$ cat config.mk
export PLATFORM = sky130hd
export DESIGN_NAME = seq_divider
export DESIGN_NICKNAME = d
export VERILOG_FILES = /design/src/rtl/div_pkg.sv /design/src/rtl/div_step.sv /design/src/rtl/seq_divider.sv
export SDC_FILE = /design/constraint.sdc
export NUM_CORES = 1
export LEC_CHECK = 0
export ABC_AREA = 1
export CAP_MARGIN = 20
export CORE_MARGIN = 8
export CORE_UTILIZATION = 57
export CTS_CLUSTER_SIZE = 28
export DETAILED_ROUTE_END_ITERATION = 10
export PLACE_DENSITY = 0.89
export SYNTH_ARGS = -nofsm -noshare
export SYNTH_HDL_FRONTEND = slang
export SYNTH_SLANG_ARGS = --single-unit
$ cat constraint.sdc
create_clock -name clock -period 2.66 [get_ports clock]
set_clock_uncertainty 0.05 [all_clocks]
set_input_delay 0.399 -clock clock [delete_from_list [all_inputs] [get_ports clock]]
set_output_delay 0.399 -clock clock [all_outputs]
set_load 0.05 [all_outputs]
$ cat src/rtl/div_pkg.sv
// Shared types and constants for the sequential divider.
package div_pkg;
  localparam int DIV_WIDTH = 32;
  localparam int DIV_ITERS = 32;
  localparam logic [DIV_WIDTH-1:0] DIV_ZERO_QUOT = '1;

  typedef enum logic [1:0] {
    IDLE = 2'd0,
    PREP = 2'd1,
    ITER = 2'd2,
    FIX  = 2'd3
  } div_state_e;
endpackage

$ cat src/rtl/div_step.sv
// One restoring-division iteration: shift {rem, quo} left, trial-subtract, restore on borrow.
module div_step
  import div_pkg::*;
#(
  parameter int WIDTH = DIV_WIDTH
) (
  input  logic [WIDTH-1:0] rem_in,
  input  logic [WIDTH-1:0] quo_in,
  input  logic [WIDTH-1:0] dvs_mag,
  output logic [WIDTH-1:0] rem_out,
  output logic [WIDTH-1:0] quo_out
);
  // One extra bit: the shifted remainder can exceed WIDTH bits before the subtract.
  logic [WIDTH:0] shifted;
  logic [WIDTH:0] diff;

  assign shifted = {rem_in, quo_in[WIDTH-1]};
  assign diff    = shifted - {1'b0, dvs_mag};

  always_comb begin
    rem_out = shifted[WIDTH-1:0];
    quo_out = {quo_in[WIDTH-2:0], 1'b0};
    if (!diff[WIDTH]) begin
      rem_out = diff[WIDTH-1:0];
      quo_out = {quo_in[WIDTH-2:0], 1'b1};
    end
  end
endmodule

$ cat src/rtl/seq_divider.sv
// Multi-cycle restoring divider, one quotient bit per clock, start/done handshake.
// Define SEQ_DIVIDER_SIGNED_EN for two's-complement signed division (default: unsigned).
//
// Handshake: start is sampled only in IDLE; an accepted start raises busy on the
// next edge; done pulses for exactly one cycle (state FIX) with results valid and
// held; start seen while busy or while done is high is dropped, not queued.
module seq_divider
  import div_pkg::*;
#(
  parameter int WIDTH = DIV_WIDTH,
  parameter int CNT_W = $clog2(WIDTH)
) (
  input  logic             clock,
  input  logic             clear_n,
  input  logic             start,
  input  logic [WIDTH-1:0] dividend,
  input  logic [WIDTH-1:0] divisor,
  output logic             busy,
  output logic             done,
  output logic [WIDTH-1:0] quotient,
  output logic [WIDTH-1:0] remainder,
  output logic             div_zero,
  output div_state_e       state_dbg
);
  div_state_e       state, state_nx;
  logic [WIDTH-1:0] dvd_q, dvs_q, dvs_mag_q, rem_q, quo_q;
  logic [CNT_W-1:0] cnt;
  logic             neg_quo, neg_rem;

  logic             accept, prep_en, iter_en, last_iter, zero_fin, finish;
  logic             dvs_zero;
  logic [WIDTH-1:0] dvd_mag, dvs_mag, rem_nx, quo_nx, fixed_q, fixed_r;
  logic             dvd_sign, dvs_sign;

  assign state_dbg = state;
  assign dvs_zero  = (dvs_q == '0);

`ifdef SEQ_DIVIDER_SIGNED_EN
  assign dvd_sign = dvd_q[WIDTH-1];
  assign dvs_sign = dvs_q[WIDTH-1];
  assign dvd_mag  = dvd_sign ? -dvd_q : dvd_q;
  assign dvs_mag  = dvs_sign ? -dvs_q : dvs_q;
`else
  assign dvd_sign = 1'b0;
  assign dvs_sign = 1'b0;
  assign dvd_mag  = dvd_q;
  assign dvs_mag  = dvs_q;
`endif

  div_step #(.WIDTH(WIDTH)) u_step (
    .rem_in  (rem_q),
    .quo_in  (quo_q),
    .dvs_mag (dvs_mag_q),
    .rem_out (rem_nx),
    .quo_out (quo_nx)
  );

  // Signs are applied to the final iteration's output so results land on entry to FIX.
  assign fixed_q = neg_quo ? -quo_nx : quo_nx;
  assign fixed_r = neg_rem ? -rem_nx : rem_nx;

  always_ff @(posedge clock or negedge clear_n) begin
    if (!clear_n) state <= IDLE;
    else          state <= state_nx;
  end

  always_comb begin
    state_nx = state;
    case (state)
      IDLE:    if (start) state_nx = PREP;
      PREP:    state_nx = dvs_zero ? FIX : ITER;
      ITER:    if (cnt == CNT_W'(WIDTH-1)) state_nx = FIX;
      FIX:     state_nx = IDLE;
      default: state_nx = IDLE;
    endcase
  end

  always_comb begin
    accept    = (state == IDLE) && start;
    prep_en   = (state == PREP);
    iter_en   = (state == ITER);
    last_iter = iter_en && (cnt == CNT_W'(WIDTH-1));
    zero_fin  = prep_en && dvs_zero;
    finish    = last_iter || zero_fin;
  end

  always_ff @(posedge clock or negedge clear_n) begin
    if (!clear_n) begin
      busy      <= 1'b0;
      done      <= 1'b0;
      div_zero  <= 1'b0;
      quotient  <= '0;
      remainder <= '0;
      dvd_q     <= '0;
      dvs_q     <= '0;
      dvs_mag_q <= '0;
      rem_q     <= '0;
      quo_q     <= '0;
      cnt       <= '0;
      neg_quo   <= 1'b0;
      neg_rem   <= 1'b0;
    end else begin
      done <= finish;
      if (accept) begin
        dvd_q <= dividend;
        dvs_q <= divisor;
        busy  <= 1'b1;
      end
      if (prep_en) begin
        rem_q     <= '0;
        quo_q     <= dvd_mag;
        dvs_mag_q <= dvs_mag;
        cnt       <= '0;
        neg_quo   <= dvd_sign ^ dvs_sign;
        neg_rem   <= dvd_sign;
      end
      if (iter_en) begin
        rem_q <= rem_nx;
        quo_q <= quo_nx;
        cnt   <= cnt + CNT_W'(1);
      end
      if (finish) begin
        busy      <= 1'b0;
        div_zero  <= zero_fin;
        quotient  <= zero_fin ? WIDTH'(DIV_ZERO_QUOT) : fixed_q;
        remainder <= zero_fin ? dvd_q : fixed_r;
      end
    end
  end
endmodule

* Word-level counts from Yosys, hierarchy flattened
Index checks and enable logic that the tools add are counted.
** Operators by class
- $add $sub $neg :: 2
- Reduce and logical (&&, ||, !) cells :: 9
- Mux-type cells :: 16
- Eq/ne operators :: 6
** Operators by type and width (number)
- $mux W32 :: 7
- $sub A33 B32 Y33 :: 1
- $logic_not A32 Y1 :: 1
- $mux W5 :: 2
- $pmux W2 S4 :: 1
- $add A5 B1 Y5 const B :: 1
- $eq A5 B5 Y1 const B :: 1
- $eq A2 B2 Y1 const B :: 2
- $mux W1 :: 4
- $mux W2 :: 2
- $reduce_bool A2 Y1 :: 2
- $logic_and A1 B1 Y1 :: 3
- $eq A2 B1 Y1 const B :: 1
- $logic_not A2 Y1 :: 1
- $ne A2 B1 Y1 const B :: 1
- $ne A2 B2 Y1 const B :: 1
- $reduce_and A2 Y1 :: 1
- $logic_or A1 B1 Y1 :: 1
** Storage, ports and cells
- Input port bits :: 67
- Flip-flop bits (word level) :: 234
- Output and inout port bits :: 69

* Longest topological paths before layout
Gate-level depths: netlist of the first run.
- Depth in word-level cells :: 4
- Mapped depth :: 18
- Depth with buffers taken out :: 18

* Cells and area by module
Synthesis of the first run repeated with hierarchy kept, for this count alone.
** Unflattened totals
- Cells, all modules :: 1835
- Area total of the unflattened synthesis :: 13147.6 um^2
** Modules (own cells, without submodules)
- seq_divider :: times used 1, cells an instance 1124, area an instance 9764.4 um^2
- div_step :: times used 1, cells an instance 711, area an instance 3383.2 um^2

* Worst setup path before layout of the first run
No wires, ideal clock.
- Path type :: reg-to-reg
- Start :: reg state[1], in the netlist state_dbg[1]
- End :: reg remainder[10]
- Slack :: 0.388 ns
- Data arrival time :: 2.157 ns
- Path buffers :: 2
- Setup time :: 0.065 ns
- Stages on the path, launching flop included :: 14
- Cells stage by stage :: dfrtp_1 inv_1 ha_1 buf_2 inv_1 nor2_1 nand2_1 nor3_1 nand2_1 inv_1 nor2_1 buf_2 nand3_1 nand2_1
** On the way
- Longest elaborated chain between the ends :: 3
- Elaborated cells on any way between the ends :: 6
- Those cells by class :: 2 x eq/ne; 1 x mux; 3 x reduce/logical
** Ends and longest elaborated chain
- start: declaration :: line seq_divider.sv:25 : div_state_e state, state_nx;
- start signal: assignment :: line seq_divider.sv:64 : else state <= state_nx;
- $eq A2 B1 Y1 / $eq A2 B2 Y1 (equally long branches) :: line seq_divider.sv:80, seq_divider.sv:81
- $logic_and A1 B1 Y1, on equally long branches :: line seq_divider.sv:83, seq_divider.sv:82
- $mux W32 / $logic_or A1 B1 Y1 (equally long branches) :: line seq_divider.sv:126, seq_divider.sv:84
- end signal: assignment :: line seq_divider.sv:126 : remainder <= zero_fin ? dvd_q : fixed_r;
- end: declaration :: line seq_divider.sv:21 : output logic [WIDTH-1:0] remainder,
Parallel ways exist; a longest one is shown, timed or not.
A chain may end at the register's enable or synchronous reset.

* Final worst setup path of the first run
- Start :: reg rem_q[17]
- End :: reg rem_q[2]
** On the way
- Longest elaborated chain between the ends :: 3
** Ends and longest elaborated chain
- start: declaration :: line seq_divider.sv:26 : logic [WIDTH-1:0] dvd_q, dvs_q, dvs_mag_q, rem_q, quo_q;
- start signal: assignment :: line seq_divider.sv:118 : rem_q <= rem_nx;
- $sub A33 B32 Y33 :: line div_step.sv:18 : assign diff = shifted - {1'b0, dvs_mag};
- $mux W32 :: line div_step.sv:23 : if (!diff[WIDTH]) begin
- $mux W32 :: line seq_divider.sv:117 : if (iter_en) begin
Every way passes these cells.

==> results of run 1 <==
[logic make-up (layout without fill, tap and decap cells)]
group                      count (synthesis)  in the layout
xor gates and xnor gates                  15             15
DFF                                      234            234
AOI/OAI and AO/OA                        194            194
adders and majority gates                 39             39
buffers and inverters                    326            470
and+or+nand+nor                          770            771
muxes                                     32             32
[worst max-delay path: stages, from the launching register on]
cell and delay [ns]:
dfrtp_1 0.46, ha_1 0.40, nand2_1 0.13, nor2_1 0.16
nand2_1 0.12, nor2_1 0.23, nand2_4 0.09, nand3_4 0.13
buf_8 0.25, nand3b_1 0.17, nand3_1 0.14, nand2_1 0.07
[cell type report]
type | count | area share, %
flip-flops and latches | 234 | 38.4
inverters | 265 | 6.52
repair buffers | 164 | 11.2
well taps | 280 | 2.30
multi-input cells | 1051 | 36.0
clock buffers | 35 | 4.81
clock inverters | 6 | 0.853
[timing repair]
item	in CTS	in global routing
buffers inserted	0	1
endpoints found under the setup margin	14	87
hold endpoints to repair	76	0
pin swaps	0	6
hold buffers	1	0
gates resized for setup	1	14
gates cloned	0	4
[power groups by stage]
stage / logic [mW] / registers (mW) / clock network, mW
after floorplan: 4.49 / 5.10 / 0
final: 6.46 / 5.18 / 3.66
after global routing: 7.22 / 5.30 / 3.84
after CTS: 6.32 / 5.17 / 3.67
after detailed placement: 6.21 / 5.22 / 0
after global placement: 6.01 / 5.15 / 0
[final timing paths]
| kind | start | endpoint | slack, ns | depth (start not counted) |
|---|---|---|---|---|
| setup / recovery | rem_q[17] | rem_q[2] | 0.13 | 11 |
| min in group clock | dividend[5] | dvd_mag[5] | 0.41 | 3 |
| max in group asynchronous | clear_n | quotient[16] | 1.42 | 3 |
| setup reg to reg | rem_q[17] | rem_q[2] | 0.13 | 11 |
| hold / removal | clear_n | dvs_mag[16] | 0.41 | 2 |
| hold reg to reg | dvd_mag[3] | quo_q[3] | 0.43 | 2 |
[layout by cell type, fill, tap and decap left out, types with 3 or more instances in the layout]
master,count
a21oi_1,85
and2_1,4
buf_12,6
buf_4,17
bufinv_16,4
clkbuf_1,3
clkbuf_16,27
clkbuf_8,7
clkdlybuf4s50_1,134
dfrtp_1,234
ha_1,35
inv_1,252
inv_2,12
mux2_2,32
nand2_1,463
nand2_2,5
nand2_4,3
nand3_1,113
nand3b_1,33
nand4_1,10
nor2_1,112
nor2_2,3
nor3_1,8
nor4_1,6
o21ai_0,67
o21bai_1,3
o221ai_1,31
xnor2_1,15
[state kept, by name, indices dropped and copies added (netlist names)]
register,count
quotient,32
div_zero,1
dvs_mag_q,32
done,1
dvd_mag,32
remainder,32
busy,1
quo_q,32
cnt,5
state_dbg,2
rem_q,32
dvs_mag,32
[stage by stage]
stage / instances / util [%]
floorplan: 1610 / -
global placement: 1988 / 65.6
detailed placement: 1988 / 65.6
CTS: 2030 / 69.7
global route: 2035 / 70.3
finish: 2035 / 70.3
[routing by layer]
metal / share of wire [%] / GRT usage (%) / up-vias
li1: - / - / 5356
met2: 47 / 41.9 / 546
met3: 8.9 / 3.71 / 109
met4: 3.8 / 9.26 / 0
met1: 41 / 33.7 / 5258
met5: 0 / 0 / -
==> metrics.txt, run 1 <==
Net Count, Synth=1716; Fin Setup TNS=0 ns; WL final=34500 um; die width=~160 um; drt pass-1 iters=7; area grow syn2layout=21.8%; worst slew pin tran=slightly above 0.6 ns; die height=164 um; top-area cell type share of the netlist area=46.8%; fraction of layout cells with a size suffix above 1=roughly 7.7%; Period minus WS final=between 2 and 3 ns; Synth Register Bits=between 200 and 250; Synth Flop Type=dfrtp_1; sequential power share=between 30 and 40%; CTS H-tree lvls=1; Hold WS=0.410 ns; pwr/cell area=1000 mW/mm^2; RePlAce Congestion=~0.95; Core Rows=54; area of the multi-input gates=around 0.0055 mm^2; ranking of synthesized cells by area=dfrtp_1 47%, nand2_1 14%, inv_1 7.6%; Compound-Gate Fraction of Synth Area=under 10%; syn_area_per_cell=a little under 8 um^2; # port buffers=approximately 140; DP Area=~0.014 mm^2; Vias/cell=5.54; storage element area=between 0.005 and 0.006 mm^2; Clk Latency, worst-skew pair=0.53 ns; IO Count=136; Period Utilization, post-route=between 90% and 100%; Filler Cells Inserted=1673; Clock Sinks=~230; Leakage=approximately 8.0 nW; grt ovf=0; mux cell area share after synthesis=roughly 2.9%; initial core utilization=between 50% and 60%; Finished Cell Area=about 0.015 mm^2; CTS tree=yes; highest clock rate=about 0.39 GHz; global-route wire length before repair=roughly 55000 um; worst vdd ir=between 0.6 and 0.7 mV; crit path kind=reg -> reg; most numerous cell in the Yosys netlist=nand2_1; Total GRT Usage=around 25%; CORE AREA=between 0.02 and 0.025 mm^2; critical path endpoint category=flop; Post-Syn Area=around 0.013 mm^2; Worst-path clk slew=roughly 0.07 ns; fraction of registers with async set/reset=100%; sequential fraction of the synthesis area=a little under half; Setup violations, final=0; Post-Synth XOR/XNOR Area=under 10%; Hold Vio Cnt, Final=0; PnR worst setup slack=roughly 0.13 ns; Worst Setup Start Kind=flop; critical path peak fanout=32; Int Pwr=a little over 9 mW; fin nets=about 1800; DR WL/cell=about 17 um; Clk pwr share=between 20% and 30%; Synth area leader=dfrtp_1; EDFF count, synth=0; Combinational Power Share=42.2%; simple-gate share of the synthesized area=a little over a quarter; largest net degree at the start of global routing=80; synth cell count leaders=465 x nand2_1, 254 x inv_1, 234 x dfrtp_1; sw power=6.15 mW; full die area=about 0.027 mm^2; Clock Path Buffers=3; Syn Inst Count=about 1600; antenna cells=0; outcome=finished clean; initial antenna violation count=0; YS warnings=0; main combinational cell family by area after synthesis=simple AND/OR/NAND/NOR gates; area share of fa/ha/maj cells after synthesis=a little under 4%; worst hold path type=in -> async; vias in the first global route=10900; Worst EP arrival=approximately 2.9 ns; Netlist cell types=39; Antenna Nets Post-Route=0; CTS root buffer=clkbuf_16; Sw Share=40.2%; overall power=~15 mW; Rel. slew slack=between 50% and 60%; Critical Path RT=between 3 and 4 ns; placement-stage worst setup slack=about 0.0092 ns; CTS Buf Count=24; initial DRC count=1454; residual DRC count=0; Max Slew Vio Count=0; HPWL Detailed=roughly 25000 um; via count of the routed design=roughly 11000; Max-Cap Viols=0
(Power assumes the default switching activity.)
==> run 2: changes to the inputs <==
--- a/config.mk
+++ b/config.mk
@@ -6,7 +6,6 @@
 export NUM_CORES = 1
 export LEC_CHECK = 0
 export ABC_AREA = 1
-export CAP_MARGIN = 20
 export CORE_MARGIN = 8
 export CORE_UTILIZATION = 57
 export CTS_CLUSTER_SIZE = 28
==> results of run 2 <==
No change in the layout: final DEF, timing and power equal those of run 1.
